`src/rtl/video_timing_pkg.sv`:
```
// Shared timing types and constants for the video sync generator.
//   timing_t     : active / front porch / sync / total for one axis
//   H_720P/V_720P: power-on shadow timing
//   cfg_state_e  : config handshake states
//   BAR_*        : colour-bar palette for the optional test pattern
package video_timing_pkg;

  localparam int unsigned CW = 12;
  // Validation sums need two extra bits: three CW-bit terms can exceed 2^(CW+1).
  localparam int unsigned VW = CW + 2;

  typedef struct packed {
    logic [CW-1:0] active;
    logic [CW-1:0] fp;
    logic [CW-1:0] sync;
    logic [CW-1:0] total;
  } timing_t;

  typedef enum logic {
    CFG_IDLE,
    CFG_PENDING
  } cfg_state_e;

  localparam timing_t H_720P = '{active: CW'(1280), fp: CW'(110), sync: CW'(40), total: CW'(1650)};
  localparam timing_t V_720P = '{active: CW'(720),  fp: CW'(5),   sync: CW'(5),  total: CW'(750)};

  localparam logic [23:0] BAR_WHITE   = 24'hFFFFFF;
  localparam logic [23:0] BAR_YELLOW  = 24'hFFFF00;
  localparam logic [23:0] BAR_CYAN    = 24'h00FFFF;
  localparam logic [23:0] BAR_GREEN   = 24'h00FF00;
  localparam logic [23:0] BAR_MAGENTA = 24'hFF00FF;
  localparam logic [23:0] BAR_RED     = 24'hFF0000;
  localparam logic [23:0] BAR_BLUE    = 24'h0000FF;
  localparam logic [23:0] BAR_BLACK   = 24'h000000;

  // An axis is usable when it has visible pixels, a sync pulse and ends before wrap.
  function automatic logic timing_ok(timing_t t);
    logic [VW-1:0] sum;
    sum = VW'(t.active) + VW'(t.fp) + VW'(t.sync);
    return (sum < VW'(t.total)) && (t.active != '0) && (t.sync != '0);
  endfunction

  function automatic logic [23:0] bar_colour(logic [2:0] idx);
    case (idx)
      3'd0:    return BAR_WHITE;
      3'd1:    return BAR_YELLOW;
      3'd2:    return BAR_CYAN;
      3'd3:    return BAR_GREEN;
      3'd4:    return BAR_MAGENTA;
      3'd5:    return BAR_RED;
      3'd6:    return BAR_BLUE;
      default: return BAR_BLACK;
    endcase
  endfunction

endpackage

```
`src/rtl/sync_axis_decode.sv`:
```
// Combinational decode of one timing axis (used for both H and V).
//   count   : current position on the axis
//   tim     : shadow timing for the axis
//   act     : count is inside the active region
//   sync_on : count is inside the sync pulse
module sync_axis_decode
  import video_timing_pkg::*;
(
  input  logic [CW-1:0] count,
  input  timing_t       tim,
  output logic          act,
  output logic          sync_on
);

  localparam int unsigned SW = CW + 1;

  logic [SW-1:0] sync_start;
  logic [SW-1:0] sync_end;
  logic          unused_total;

  assign sync_start = SW'(tim.active) + SW'(tim.fp);
  assign sync_end   = sync_start + SW'(tim.sync);

  assign act     = (count < tim.active);
  assign sync_on = (SW'(count) >= sync_start) && (SW'(count) < sync_end);

  // Total only matters to the counters upstream; counts past it fall outside every range.
  assign unused_total = ^tim.total;

endmodule

```
`src/rtl/video_sync_gen.sv`:
```
// Video sync generator: decodes h_count/v_count from pixel_counters into
// registered hsync/vsync/de/x/y using shadow timing that changes only at
// frame_start, and feeds the shadow totals back to the counters.
//   pixel_clk, rst          : clock, synchronous active-high reset
//   h_count, v_count        : counter positions; frame_start marks (0,0)
//   cfg_*_{h,v}, cfg_load   : requested timing and load strobe
//   cfg_busy, cfg_err       : request pending / last request rejected (sticky)
//   h_total, v_total        : shadow totals back to pixel_counters
//   hsync, vsync, de, x, y  : registered outputs, 1 cycle after the counts
//   rgb                     : colour bars, only with VIDEO_SYNC_GEN_PATTERN_EN
module video_sync_gen #(
  parameter int unsigned CW     = video_timing_pkg::CW,
  parameter logic        HS_POL = 1'b1,
  parameter logic        VS_POL = 1'b1
) (
  input  logic          pixel_clk,
  input  logic          rst,
  input  logic [CW-1:0] h_count,
  input  logic [CW-1:0] v_count,
  input  logic          frame_start,
  input  logic [CW-1:0] cfg_h_active,
  input  logic [CW-1:0] cfg_h_fp,
  input  logic [CW-1:0] cfg_h_sync,
  input  logic [CW-1:0] cfg_h_total,
  input  logic [CW-1:0] cfg_v_active,
  input  logic [CW-1:0] cfg_v_fp,
  input  logic [CW-1:0] cfg_v_sync,
  input  logic [CW-1:0] cfg_v_total,
  input  logic          cfg_load,
  output logic          cfg_busy,
  output logic          cfg_err,
  output logic [CW-1:0] h_total,
  output logic [CW-1:0] v_total,
  output logic          hsync,
  output logic          vsync,
  output logic          de,
  output logic [CW-1:0] x,
`ifdef VIDEO_SYNC_GEN_PATTERN_EN
  output logic [23:0]   rgb,
`endif
  output logic [CW-1:0] y
);

  import video_timing_pkg::*;

  timing_t    h_req_c, v_req_c;
  logic       req_ok_c;
  cfg_state_e state_q;
  timing_t    h_shadow_q, v_shadow_q;
  timing_t    h_stage_q, v_stage_q;
  logic       cfg_err_q;

  assign h_req_c  = '{active: cfg_h_active, fp: cfg_h_fp, sync: cfg_h_sync, total: cfg_h_total};
  assign v_req_c  = '{active: cfg_v_active, fp: cfg_v_fp, sync: cfg_v_sync, total: cfg_v_total};
  assign req_ok_c = timing_ok(h_req_c) && timing_ok(v_req_c);

  // Config handshake: a frame_start apply happens first, then any new request
  // in the same cycle overrides the next state and refills staging.
  always_ff @(posedge pixel_clk) begin
    if (rst) begin
      state_q    <= CFG_IDLE;
      h_shadow_q <= H_720P;
      v_shadow_q <= V_720P;
      h_stage_q  <= H_720P;
      v_stage_q  <= V_720P;
      cfg_err_q  <= 1'b0;
    end else begin
      if (state_q == CFG_PENDING && frame_start) begin
        h_shadow_q <= h_stage_q;
        v_shadow_q <= v_stage_q;
        state_q    <= CFG_IDLE;
      end
      if (cfg_load) begin
        if (req_ok_c) begin
          h_stage_q <= h_req_c;
          v_stage_q <= v_req_c;
          state_q   <= CFG_PENDING;
          cfg_err_q <= 1'b0;
        end else begin
          cfg_err_q <= 1'b1;
        end
      end
    end
  end

  assign cfg_busy = (state_q == CFG_PENDING);
  assign cfg_err  = cfg_err_q;
  assign h_total  = h_shadow_q.total;
  assign v_total  = v_shadow_q.total;

  logic h_act_c, hs_on_c, v_act_c, vs_on_c, de_c;

  sync_axis_decode u_h_decode (
    .count   (h_count),
    .tim     (h_shadow_q),
    .act     (h_act_c),
    .sync_on (hs_on_c)
  );

  sync_axis_decode u_v_decode (
    .count   (v_count),
    .tim     (v_shadow_q),
    .act     (v_act_c),
    .sync_on (vs_on_c)
  );

  assign de_c = h_act_c & v_act_c;

  logic          hsync_q, vsync_q, de_q;
  logic [CW-1:0] x_q, y_q;

  // Output stage: one register after the counts.
  always_ff @(posedge pixel_clk) begin
    if (rst) begin
      hsync_q <= ~HS_POL;
      vsync_q <= ~VS_POL;
      de_q    <= 1'b0;
      x_q     <= '0;
      y_q     <= '0;
    end else begin
      hsync_q <= hs_on_c ? HS_POL : ~HS_POL;
      vsync_q <= vs_on_c ? VS_POL : ~VS_POL;
      de_q    <= de_c;
      x_q     <= de_c ? h_count : '0;
      y_q     <= de_c ? v_count : '0;
    end
  end

  assign hsync = hsync_q;
  assign vsync = vsync_q;
  assign de    = de_q;
  assign x     = x_q;
  assign y     = y_q;

`ifdef VIDEO_SYNC_GEN_PATTERN_EN
  logic [CW-1:0] bar_w_c;
  logic [CW-1:0] bar_cnt_q, bar_cnt_d;
  logic [2:0]    bar_idx_q, bar_idx_d;
  logic [23:0]   rgb_q;

  assign bar_w_c = h_shadow_q.active >> 3;

  // Bar position restarts on every de rise; pixels past the 8th bar stay black.
  always_comb begin
    bar_cnt_d = bar_cnt_q;
    bar_idx_d = bar_idx_q;
    if (de_c && !de_q) begin
      bar_cnt_d = '0;
      bar_idx_d = '0;
    end else if (de_c) begin
      if (bar_cnt_q == bar_w_c - CW'(1)) begin
        bar_cnt_d = '0;
        if (bar_idx_q != 3'd7) begin
          bar_idx_d = bar_idx_q + 3'd1;
        end
      end else begin
        bar_cnt_d = bar_cnt_q + CW'(1);
      end
    end
  end

  always_ff @(posedge pixel_clk) begin
    if (rst) begin
      bar_cnt_q <= '0;
      bar_idx_q <= '0;
      rgb_q     <= '0;
    end else begin
      bar_cnt_q <= bar_cnt_d;
      bar_idx_q <= bar_idx_d;
      rgb_q     <= de_c ? bar_colour(bar_idx_d) : 24'h000000;
    end
  end

  assign rgb = rgb_q;
`else
  // Pattern generator not built.
`endif

endmodule

```
`config.mk`:
```
export PLATFORM = sky130hd
export DESIGN_NAME = video_sync_gen
export DESIGN_NICKNAME = d
export VERILOG_FILES = /design/src/rtl/video_timing_pkg.sv /design/src/rtl/sync_axis_decode.sv /design/src/rtl/video_sync_gen.sv
export SDC_FILE = /design/constraint.sdc
export NUM_CORES = 1
export LEC_CHECK = 0
export BUFFER_PORTS_ARGS = -buffer_cell sky130_fd_sc_hd__buf_4
export CORE_ASPECT_RATIO = 1.4
export CORE_MARGIN = 2
export CORE_UTILIZATION = 45
export DETAILED_ROUTE_END_ITERATION = 7
export PLACE_DENSITY = 0.66
export SLEW_MARGIN = 20
export SYNTH_ARGS = -nofsm -noshare
export SYNTH_HDL_FRONTEND = slang
export SYNTH_SLANG_ARGS = --single-unit
```
`constraint.sdc`:
```
create_clock -name pixel_clk -period 15.11 [get_ports pixel_clk]
set_input_delay 2.2665 -clock pixel_clk [delete_from_list [all_inputs] [get_ports pixel_clk]]
set_output_delay 2.2665 -clock pixel_clk [all_outputs]
set_load 0.02 [all_outputs]
```
### After elaboration in Yosys (flattened, before gate mapping)

Index checks and enable logic that the tools add are counted.

* word-level logic and storage cells: 61
* output and inout port bits: 53
* flip-flop bits (word level): 221
* input bits: 124

* reduce and logical (&&, ||, !) cells: 14
* multiplexer cells: 6
* $lt $le $gt $ge: 8
* $add $sub $neg: 8
* bitwise logic cells: 2

Operators by type and width (number)
* $add A12 B12 Y13: 4
* $reduce_bool A12 Y1: 4
* $add A13 B12 Y14: 2
* $lt A14 B12 Y1: 2
* $add A13 B12 Y13: 2
* $ge A12 B13 Y1: 2
* $lt A12 B13 Y1: 2
* $lt A12 B12 Y1: 2
* $logic_and A1 B1 Y1: 8
* $mux W1: 6
* $reduce_and A2 Y1: 1
* $reduce_or A2 Y1: 1
* $and A1 B1 Y1: 1
* $not A1 Y1: 1

### Depth between registers and ports, before layout

Gate-level depths: netlist (run 1).

* word-level depth: 8
* mapped depth: 24
* depth with buffers taken out: 23

### By module

From an unflattened synthesis (run 1), not the netlist that was laid out.

* cell total of the unflattened synthesis: 1666
* area, all modules: 14308.7 um2

Modules (own cells, without submodules)
* video_sync_gen: sequential area each 4424.2 um2, cells each 1194, times used 1, area each 10587.7 um2
* sync_axis_decode at u_h_decode: sequential area each 0.0 um2, cells each 242, times used 1, area each 1874.3 um2
* sync_axis_decode at u_v_decode: sequential area each 0.0 um2, cells each 230, times used 1, area each 1846.8 um2

### Worst setup path before layout (run 1)

No wires, ideal clock.

* path type: input-to-reg
* start point: input cfg_v_active[1]
* end point: register v_stage_q[10] (netlist bit)
* path slack: 8.320 ns
* arrival: 6.662 ns
* buffers on the path: 3
* setup time: 0.128 ns
* required time: 14.982 ns
* stages: 23
* cells stage by stage: inv_1 -> fa_1 -> inv_1 -> ha_1 -> inv_1 -> fa_1 -> nor2b_1 -> o31a_1 -> o22a_1 -> a21o_1 -> a21oi_1 -> xnor2_1 -> ha_1 -> a222oi_1 -> nand3_1 -> or4_1 -> a311o_1 -> or4_1 -> buf_2 -> buf_6 -> buf_6 -> mux2i_1 -> nor2_1

* cells in the longest elaborated chain, start to end: 7
* elaborated cells on any way between the ends: 8
* classes of those cells: 2 x add/sub; 1 x order compare; 5 x reduce/logical

Ends and longest elaborated chain
* start: declaration: RTL line video_sync_gen.sv:25 `input logic [CW-1:0] cfg_v_active,`
* $add A12 B12 Y13: RTL line video_timing_pkg.sv:39 `sum = VW'(t.active) + VW'(t.fp) + VW'(t.sync);`
* $add A13 B12 Y14: RTL line video_timing_pkg.sv:39
* $lt A14 B12 Y1: RTL line video_timing_pkg.sv:40 `return (sum < VW'(t.total)) && (t.active != '0) && (t.sync != '0);`
* $logic_and A1 B1 Y1 * (2 in series): RTL line video_timing_pkg.sv:40
* $logic_and A1 B1 Y1 *: RTL line video_sync_gen.sv:55 `assign req_ok_c = timing_ok(h_req_c) && timing_ok(v_req_c);`
* $reduce_and A2 Y1 (no source line) *
* end signal: assignment: RTL line video_sync_gen.sv:76 `v_stage_q <= v_req_c;`
* end: declaration: RTL line video_sync_gen.sv:50 `timing_t h_stage_q, v_stage_q;`

Mark *: on every way between the ends. The rest lies on a longest branch, timed or not.
A chain may end at the register's enable or synchronous reset.

### Worst setup path in the final report (run 1)

* start point: input cfg_v_active[1]
* end point: register h_stage_q[36] (netlist bit)

* cells in the longest elaborated chain, start to end: 7
* elaborated cells on any way between the ends: 8
* classes of those cells: 2 x add/sub; 1 x order compare; 5 x reduce/logical

Ends and longest elaborated chain
* $add A12 B12 Y13: RTL line video_timing_pkg.sv:39
* $add A13 B12 Y14: RTL line video_timing_pkg.sv:39
* $lt A14 B12 Y1: RTL line video_timing_pkg.sv:40
* $logic_and A1 B1 Y1 * (2 in series): RTL line video_timing_pkg.sv:40
* $logic_and A1 B1 Y1 *: RTL line video_sync_gen.sv:55
* $reduce_and A2 Y1 (no source line) *
* end signal: assignment: RTL line video_sync_gen.sv:75 `h_stage_q <= h_req_c;`
* end: declaration: RTL line video_sync_gen.sv:50

Marks and branches as above.

==> metrics.cfg, run 1 <==
[run_status]
status=complete, no violations

[setup_path]
r2r-end=hsync
crit_family=simple AND/OR/NAND/NOR gates
critPathRequiredTime_ns=15.49
endpoint_kind=register
crit_chain=buf_4, inv_1, fa_1, inv_1, ha_1, inv_1, fa_1, nor2b_1, o31a_1, o22a_1, a21o_1, a21oi_1, xnor2_1, ha_1, a222oi_1, nand3_1, or4_1, a311o_1, or4_4, buf_4, mux2i_1, nor2_1
critPathKind=primary input to register
r2r_start=h_shadow_q[36]
cp-endpoint=h_stage_q[36]
slowest_delay_ns=0.85
path_max_fanout=60
startpoint_type=primary input
crit_arrival_ns=7.76
ff2ff_setup_slack_ns=10.80
startpoint=cfg_v_active[1]
reg2regPathDepth=22
worst_path_most_repeated_cell=inv_1
cp_slowest_cell=or4_4
cp.depth=22
path_buf_inv=5

[yosys]
yosysTopAreaCell=dfxtp_1
netlist.area_leader.share_pct=33.03
synth_area_sq_um=13390
synthFlopType=dfxtp_1
yosys.cell_count.top_type=dfxtp_1
synthTopCellsByCount=dfxtp_1, nand2_1, ha_1
synthTopCellsByArea=dfxtp_1, ha_1, mux2i_1, nand2_1, a21oi_1
synthCells=1532
yosys_warnings=0
yosysSeqAreaShare_pct=33.03
avgSynthCellArea_sq_um=8.743
ys_seq_elements=221
synth_nets=1848
yosys.cell_types.count=58
synth_edf_count=0
async_flop_share_pct=0

[global_route]
grt_pass1_vias=10518
gr-usage-met2_pct=34.88
busiest_layer=met2
grt_pass1_wl_um=52540
antenna_found_initial=2
grt_max_degree=117
grt-ovfl-total=0
grt_util_met3_pct=3.246
grt_util_all_layers_pct=20.68
grt_use_met1_pct=26.67

[power_and_ir_drop]
p_per_area_nw_per_um2=98.24
p_leak_nw=7.656
vdd_drop_max_uv=78.33

[sta]
slew_headroom_pct=27.80
period_share_pct=48.81
period_needed_ns=7.376
setup-tns-final_ns=0
rsz0062_at_grt=no
worstMarginPinSlew_ns=1.083
setup_violations=0
drv_slew=0
fmax_mhz=135.6
finalHoldViolations=0
fin_skew_ns=0.008179

[floorplan]
core_area_sq_um=29260
num_io_pins=177
num_rows=74
initial_utilization_pct=45.78
die_h_um=208.1
dieArea_sq_um=31180
die_w_um=149.8

[final_layout]
drive_gt1_share_pct=13.52
nFillCells=2798
final_area_sq_um=15580
synthToLayoutAreaGrowth_pct=16.31
finalNetCount=1972

[drt]
wl_per_cell_um=15.85
vias=10633
first_pass_iters=5
drt-initial-drc-count=428
drc=0
totalWireLength_um=32550
viasPerCell=5.177
antenna_left=0

[clock_network]
cts-resized-gates=0
h-tree-depth=1
postCtsSetupBuffers=0
tritoncts=built
clk_pin_slew_ns=0.06
clock-sinks=221
hold_buffers=0
clock_latency_ns=0.53
cts_made_buffers=23
clock-root-buffer=clkbuf_16
cts.path.max_buffers=3

[placed_design]
place_hpwl_um=24750
gp_congestion=0.9354
postPlaceCellArea_sq_um=14800
port_buffers=176

[min_path]
hold_path_class=register to register

[flow_run]
max_cap_violations=0

==> worst register-to-register path, cell delays in order (launching register included) <==
cell,delay (ns)
dfxtp_1,0.38
ha_1,0.18
inv_1,0.05
fa_1,0.39
nor2b_1,0.12
o21ai_0,0.13
nand2b_1,0.12
xor2_1,0.20
ha_1,0.31
nor3_1,0.18
nor2_1,0.06
a31oi_1,0.24
nor2b_1,0.08
o21a_1,0.19
nor2_1,0.12
xor2_1,0.16
ha_1,0.26
nand3_1,0.08
nor2_1,0.04
a221oi_1,0.36
o22a_1,0.18
a21oi_1,0.04
nor4_1,0.31
==> stage by stage <==
| stage | hold slack [ns] | power [W] | util [%] | instances | setup WS [ns] |
|---|---|---|---|---|---|
| 2_1_floorplan | 0.4315 | 0.0008602 | - | 1532 | 8.320 |
| 3_3_place_gp | 0.4419 | 0.0009532 | 50.59 | 2011 | 7.301 |
| 3_5_place_dp | 0.4460 | 0.0009617 | 50.59 | 2011 | 7.217 |
| 4_1_cts | 0.4553 | 0.001550 | 53.23 | 2052 | 7.786 |
| 5_1_grt | 0.4747 | 0.001615 | 53.25 | 2054 | 7.441 |
| 6_report | 0.4521 | 0.001531 | 53.25 | 2054 | 7.734 |
==> state kept, by name (all words and copies together), names as in the netlist, 12 cells and up <==
register	flops
h_stage_q	48
v_stage_q	48
h_shadow_q	36
v_shadow_q	36
h_total	12
v_total	12
x	12
y	12
==> placed cells by master, fill, tap and decap left out, types with 34 or more instances in the layout <==
| master | n |
|---|---|
| dfxtp_1 | 221 |
| nand2_1 | 212 |
| buf_4 | 179 |
| ha_1 | 162 |
| a21oi_1 | 120 |
| inv_1 | 111 |
| nor2_1 | 102 |
| mux2i_1 | 96 |
| nand2b_1 | 47 |
| o21ai_0 | 46 |
| xnor2_1 | 34 |
==> cell type report <==
class | instances | area [sq um] | area share, %
antenna | 2 | 5.005 | 0.03213
clock buffer | 30 | 651.9 | 4.184
clock inverter | 11 | 118.9 | 0.7630
timing repair buffer | 179 | 1344 | 8.626
tap | 380 | 475.5 | 3.052
sequential | 221 | 4424 | 28.40
inverter | 111 | 416.7 | 2.674
multi-input combinational | 1120 | 8143 | 52.27
==> logic make-up (layout without fill, tap and decap cells) <==
family / after synthesis / after routing / share of synthesized area [%]
mux: 96 / 96 / 7.174
compound gates: 277 / 277 / 12.67
buf+inv: 191 / 331 / 6.315
simple gates: 499 / 499 / 17.53
fa+ha+maj: 192 / 192 / 19.62
other cells: 0 / 2 / 0
xor+xnor: 56 / 56 / 3.662
flops: 221 / 221 / 33.03
==> worst min-delay path by stage <==
stage,cells past startpoint,slack (ns),end,from
5_1_grt,2,0.47,h_total[8],h_total[8]
6_report,2,0.45,v_total[8],v_total[8]
3_5_place_dp,2,0.45,h_shadow_q[28],h_stage_q[28]
2_1_floorplan,2,0.43,h_total[0],h_stage_q[0]
3_3_place_gp,2,0.44,v_shadow_q[34],v_stage_q[34]
4_1_cts,2,0.46,h_shadow_q[28],h_stage_q[28]
==> where the power goes <==
group	leakage, nW	switching, W	total, W	internal, W
clock	0.382	0.000243	0.000582	0.000339
sequential	1.79	0.0000113	0.000614	0.000603
combinational	5.49	0.000178	0.000334	0.000157
==> per-layer routing <==
metal / routed length [um] / vias up
li1: - / 5445
met1: 14380 / 4923
met2: 15660 / 208
met3: 1513 / 57
met4: 996 / 0
met5: 0 / -
Power figures use the tool's default switching activity.
==> run 2: changes to the inputs <==
- ABC_AREA: unset -> 1
- PLACE_DENSITY: 0.66 -> 0.65
- clock period: 15.11 -> 6.8 ns (I/O delays scaled with it)
==> run 2 against run 1 <==
Against the previous run:
- die area increased by 5.5%
- worst hold slack gained 0.0082 ns
- sequential cell count did not move
- clock skew is 0.0020 ns lower
- power increased to 2.6 times the previous value
- final cell count grew 21%
- first-iteration DRC count grew 66%
- design area rose by 5.2%
- synthesized cell count is 28% higher
- non-clock buffer count up 8
- core utilization is 0.22 points lower
- synthesized area up 5.6%
- critical endpoint is now h_stage_q[26]
==> metrics.cfg, run 2 <==
[run_status]
status=complete, no violations

[yosys]
avgSynthCellArea_sq_um=7.233
synth_area_sq_um=14150
synthTopCellsByCount=nand2_1, nor2_1, inv_1
yosys.cell_count.top_type=nand2_1
synth_nets=2272
yosys_warnings=0
ys_seq_elements=221
yosys.cell_types.count=42
yosysTopAreaCell=dfxtp_1
synthFlopType=dfxtp_1
yosysSeqAreaShare_pct=31.27
synth_edf_count=0
async_flop_share_pct=0
synthCells=1956
netlist.area_leader.share_pct=31.27
synthTopCellsByArea=dfxtp_1, ha_1, nand2_1, nor2_1, inv_1

[global_route]
grt_pass1_vias=12128
grt_pass1_wl_um=61190
grt-ovfl-total=0
grt_util_all_layers_pct=22.85
grt_max_degree=110
antenna_found_initial=0

[power_and_ir_drop]
vdd_drop_max_uv=145.9
p_leak_nw=8.162
p_total_w=0.004045
p_per_area_nw_per_um2=246.8

[placed_design]
gp_congestion=0.9242
port_buffers=176
pre_cts_slack_ns=1.239
postPlaceCellArea_sq_um=15530
place_hpwl_um=28990

[floorplan]
initial_utilization_pct=45.78
die_h_um=213.8
num_rows=76
num_io_pins=177
core_area_sq_um=30900
dieArea_sq_um=32890
die_w_um=153.9

[final_layout]
antennaDiodeCount=0
final_area_sq_um=16390
final_cell_mix=nand2_1, nor2_1, inv_1, dfxtp_1, buf_4
final_common_cell=nand2_1
fin_util_pct=53.02
reg_top3=h_stage_q x48, v_stage_q x48
drive_gt1_share_pct=11.31
finalNetCount=2384
synthToLayoutAreaGrowth_pct=15.83

[sta]
finalHoldViolations=0
setup-tns-final_ns=0
fmax_mhz=199.1
period_share_pct=73.88
slew_headroom_pct=29.70
rsz0062_at_grt=no
drv_slew=0
setup_violations=0
fin_skew_ns=0.006176
period_needed_ns=5.024
worstMarginPinSlew_ns=1.054
setup_ws_ns=1.776

[clock_network]
cts-resized-gates=0
clock-sinks=221
h-tree-depth=1
cts.path.max_buffers=3
hold_buffers=0
postCtsSetupBuffers=0
clk_pin_slew_ns=0.06
cts_made_buffers=24
clock-root-buffer=clkbuf_16
clock_latency_ns=0.53
tritoncts=built

[setup_path]
cp.depth=27
ff2ff_setup_slack_ns=2.43
startpoint=cfg_v_fp[1]
slowest_delay_ns=0.50
reg2regPathDepth=21
cp_slowest_cell=nand3_1
endpoint_kind=register
worst_path_most_repeated_cell=nand2_1
r2r_start=h_shadow_q[36]
r2r-end=hsync
critPathRequiredTime_ns=7.18
startpoint_type=primary input
cp-endpoint=h_stage_q[26]
path_max_fanout=18
crit_arrival_ns=5.40
critPathKind=primary input to register
path_buf_inv=5
crit_family=simple AND/OR/NAND/NOR gates

[drt]
totalWireLength_um=37420
drt-initial-drc-count=710
wl_per_cell_um=15.11
first_pass_iters=5
vias=12569
viasPerCell=5.076
drc=0
antenna_left=0

[flow_run]
max_cap_violations=0

[min_path]
hold_path_class=register to register

==> run 2: changes by cell type after synthesis, moves of 19 or more <==
cell and delta:
nand4_1 +76, and2_1 -26, nand2b_1 -47, mux2i_1 -96, nor2_1 +229, nand3b_1 -25
nand2_1 +148, a21o_1 -19, inv_1 +125, nand3_1 +67, o21ai_0 +53
==> run 2: cell families (layout without fill, tap and decap cells) <==
kind of cell,Yosys count,count (layout),synth area share [%]
compound gates,261,261,10.06
xor+xnor,60,60,3.714
fa+ha+maj,192,192,18.57
buf+inv,338,468,10.19
flops,221,221,31.27
simple gates,884,884,26.19
==> run 2: routing by layer <==
layer	GRT usage [%]	wire length, um	vias up
met5	0	0	-
met4	6.381	799	0
met3	2.627	1604	46
met2	39.47	17570	273
met1	30.36	17440	5692
li1	-	-	6558
==> run 2: where the power goes <==
group	internal, W	leakage, nW	total, W	switching (W)
Clock	0.000858	0.405	0.00140	0.000539
Sequential	0.00139	1.79	0.00144	0.0000492
Combinational	0.000466	5.97	0.00121	0.000746
==> run 2: how the worst min path moves through the flow <==
stage | startpoint | end | cells past startpoint
final | v_stage_q[1] | v_total[1] | 2
after global routing | v_stage_q[1] | v_total[1] | 2
after CTS | h_stage_q[10] | h_total[10] | 2
after detailed placement | h_stage_q[10] | h_total[10] | 2
after global placement | h_stage_q[6] | h_total[6] | 2
after floorplan | h_stage_q[15] | h_shadow_q[15] | 2
==> run 2: worst register-to-register path: stages, from the launching register on <==
cell and delay (ns):
dfxtp_1 0.35, ha_1 0.18, inv_1 0.06, fa_1 0.40, o21ai_0 0.58, a21oi_1 0.14, o21ai_0 0.22, xor2_1 0.23
ha_1 0.32, a21oi_1 0.17, o21ai_0 0.09, a21oi_1 0.24, o21ai_0 0.20, a21oi_1 0.17, o21bai_1 0.09, xor2_1 0.15
ha_1 0.30, nand3b_1 0.10, inv_1 0.06, nand3_1 0.06, nand3_1 0.12, nor2_1 0.04
==> run 2: layout make-up <==
type / count / area, sq um
Inverter: 237 / 892.1
Sequential cell: 221 / 4424
Tap cell: 390 / 488.0
Fill cell: 3066 / 14520
Clock inverter: 10 / 157.7
Multi-Input combinational cell: 1397 / 8307
Clock buffer: 34 / 689.4
Timing Repair Buffer: 187 / 1429
==> run 2: stage by stage <==
step / cells / hold WS (ns)
after floorplan: 1956 / 0.4292
after global placement: 2432 / 0.4430
after detailed placement: 2432 / 0.4504
after CTS: 2476 / 0.4647
after global routing: 2476 / 0.4823
final: 2476 / 0.4603
==> run 3: changes to the inputs <==
- PLACE_DENSITY: 0.65 -> 0.68
- clock period: 6.8 -> 4.5 ns (I/O delays scaled with it)
==> run 3 against run 2 <==
Against the previous run:
- first-iteration DRC count grew 2.3%
- highest routed layer unchanged
- sequential power grew 51%
- critical endpoint is now hsync
- via count grew 1.2%
==> metrics.cfg, run 3 (synthesis results as in run 2) <==
[clock_network]
clock-sinks=221
h-tree-depth=1
tritoncts=built
clock-root-buffer=clkbuf_16
clk_pin_slew_ns=0.06
cts.path.max_buffers=3
cts_made_buffers=24
clock_latency_ns=0.55
postCtsSetupBuffers=0

[final_layout]
regArea_sq_um=4424
synthToLayoutAreaGrowth_pct=17.16
finalNetCount=2406
reg_top3=h_stage_q x48, v_stage_q x48
fin_util_pct=53.63
final_cell_mix=nand2_1, nor2_1, inv_1, dfxtp_1, buf_4
nFillCells=3011
drive_gt1_share_pct=12.24
stdcell_count=2498
multi_input_comb_area_sq_um=8302
final_common_cell=nand2_1

[sta]
worstMarginPinSlew_ns=0.9553
hold_slack_ns=0.3431
finalHoldViolations=0
setup_violations=0
fmax_mhz=243.2
rsz0062_at_grt=no
drv_slew=0
setup-tns-final_ns=0
fin_skew_ns=0.01625
slew_headroom_pct=36.32
period_share_pct=91.37
period_needed_ns=4.111

[global_route]
grt-ovfl-total=0
grt_pass1_wl_um=60670
grt_max_degree=104
grt_util_all_layers_pct=22.50
antenna_found_initial=1
grt_pass1_vias=12360

[drt]
drt-initial-drc-count=726
met1_length_um=17210
top_layer_used=met4
antenna_left=0
viasPerCell=5.091
wl_per_cell_um=14.85
wl_met2_um=16990
totalWireLength_um=37080
drc=0
first_pass_iters=6
vias=12717
met3_length_um=1650

[power_and_ir_drop]
p_leak_nw=8.272
p_total_w=0.006153
p_per_area_nw_per_um2=371.3
vdd_drop_max_uv=255.1

[min_path]
hold_depth=3
hold_path_class=primary input to register
min-delay-start=cfg_v_total[7]
hold_end=v_stage_q[7]

[placed_design]
place_hpwl_um=28780
port_buffers=176
place_inst=2454
gp_congestion=0.9377

[setup_path]
r2r-end=hsync
r2r_start=h_shadow_q[36]
critPathKind=register to register
critPathRequiredTime_ns=4.93
reg2regPathDepth=21
endpoint_kind=register
path_max_fanout=4
crit_arrival_ns=4.54
ff2ff_setup_slack_ns=0.39
startpoint_type=register

[floorplan]
core_area_sq_um=30900
die_w_um=153.9
num_io_pins=177
die_h_um=213.8
num_rows=76
dieArea_sq_um=32890
initial_utilization_pct=45.78

[run_status]
status=complete, no violations

[flow_run]
max_cap_violations=0

[run 3: area by class of cell]
class / count / share of cell area (%)
repair buffers: 209 / 9.844
inverters: 237 / 5.382
diodes: 1 / 0.01510
multi-input cells: 1397 / 50.09
clock buffers: 30 / 3.880
flip-flops and latches: 221 / 26.69
well taps: 390 / 2.944
clock inverters: 13 / 1.155
[run 3: repair_timing]
item / 4_1_cts / 5_1_grt
hold buffers: 0 / 0
setup endpoints to repair: 0 / 1
gates resized for setup: 0 / 1
[run 3: worst max-delay path, stage by stage (launching register included)]
cell and delay (ns):
dfxtp_1 0.37, ha_1 0.20, inv_1 0.08, fa_1 0.41, o21ai_0 0.29, a21oi_1 0.10
o21ai_0 0.20, xor2_1 0.24, ha_1 0.32, a21oi_1 0.16, o21ai_0 0.09, a21oi_1 0.23
o21ai_0 0.20, a21oi_1 0.18, o21bai_1 0.09, xor2_1 0.16, ha_1 0.30, nand3b_1 0.10
inv_1 0.07, nand3_1 0.06, nand3_1 0.12, nor2_1 0.05
[run 3: through the flow]
stage	setup WS, ns	cell area (sq um)
2_1_floorplan	0.4874	14150
3_3_place_gp	0.06489	15740
3_5_place_dp	0.02872	15740
4_1_cts	0.3657	16570
5_1_grt	0.04387	16570
6_report	0.3886	16570
[run 3: power by group]
part	internal, W	switching, W	leakage [nW]
Combinational	0.000752	0.00114	6.08
Sequential	0.00210	0.0000751	1.79
Clock	0.00125	0.000842	0.399
[run 3: worst max-delay path by stage]
stage | start | to | slack, ns | cells after the start
2_1_floorplan | cfg_v_active[1] | v_stage_q[20] | 0.49 | 27
3_3_place_gp | cfg_v_fp[1] | h_stage_q[25] | 0.06 | 27
3_5_place_dp | cfg_v_fp[1] | h_stage_q[27] | 0.03 | 27
4_1_cts | h_shadow_q[36] | hsync | 0.37 | 21
5_1_grt | h_shadow_q[36] | hsync | 0.04 | 21
6_report | h_shadow_q[36] | hsync | 0.39 | 21
[run 3: routing by layer]
layer	vias to the layer above	GRT usage, %
met2	314	37.98
met1	5748	29.74
met3	68	2.506
li1	6587	-
met4	0	8.669
met5	-	0
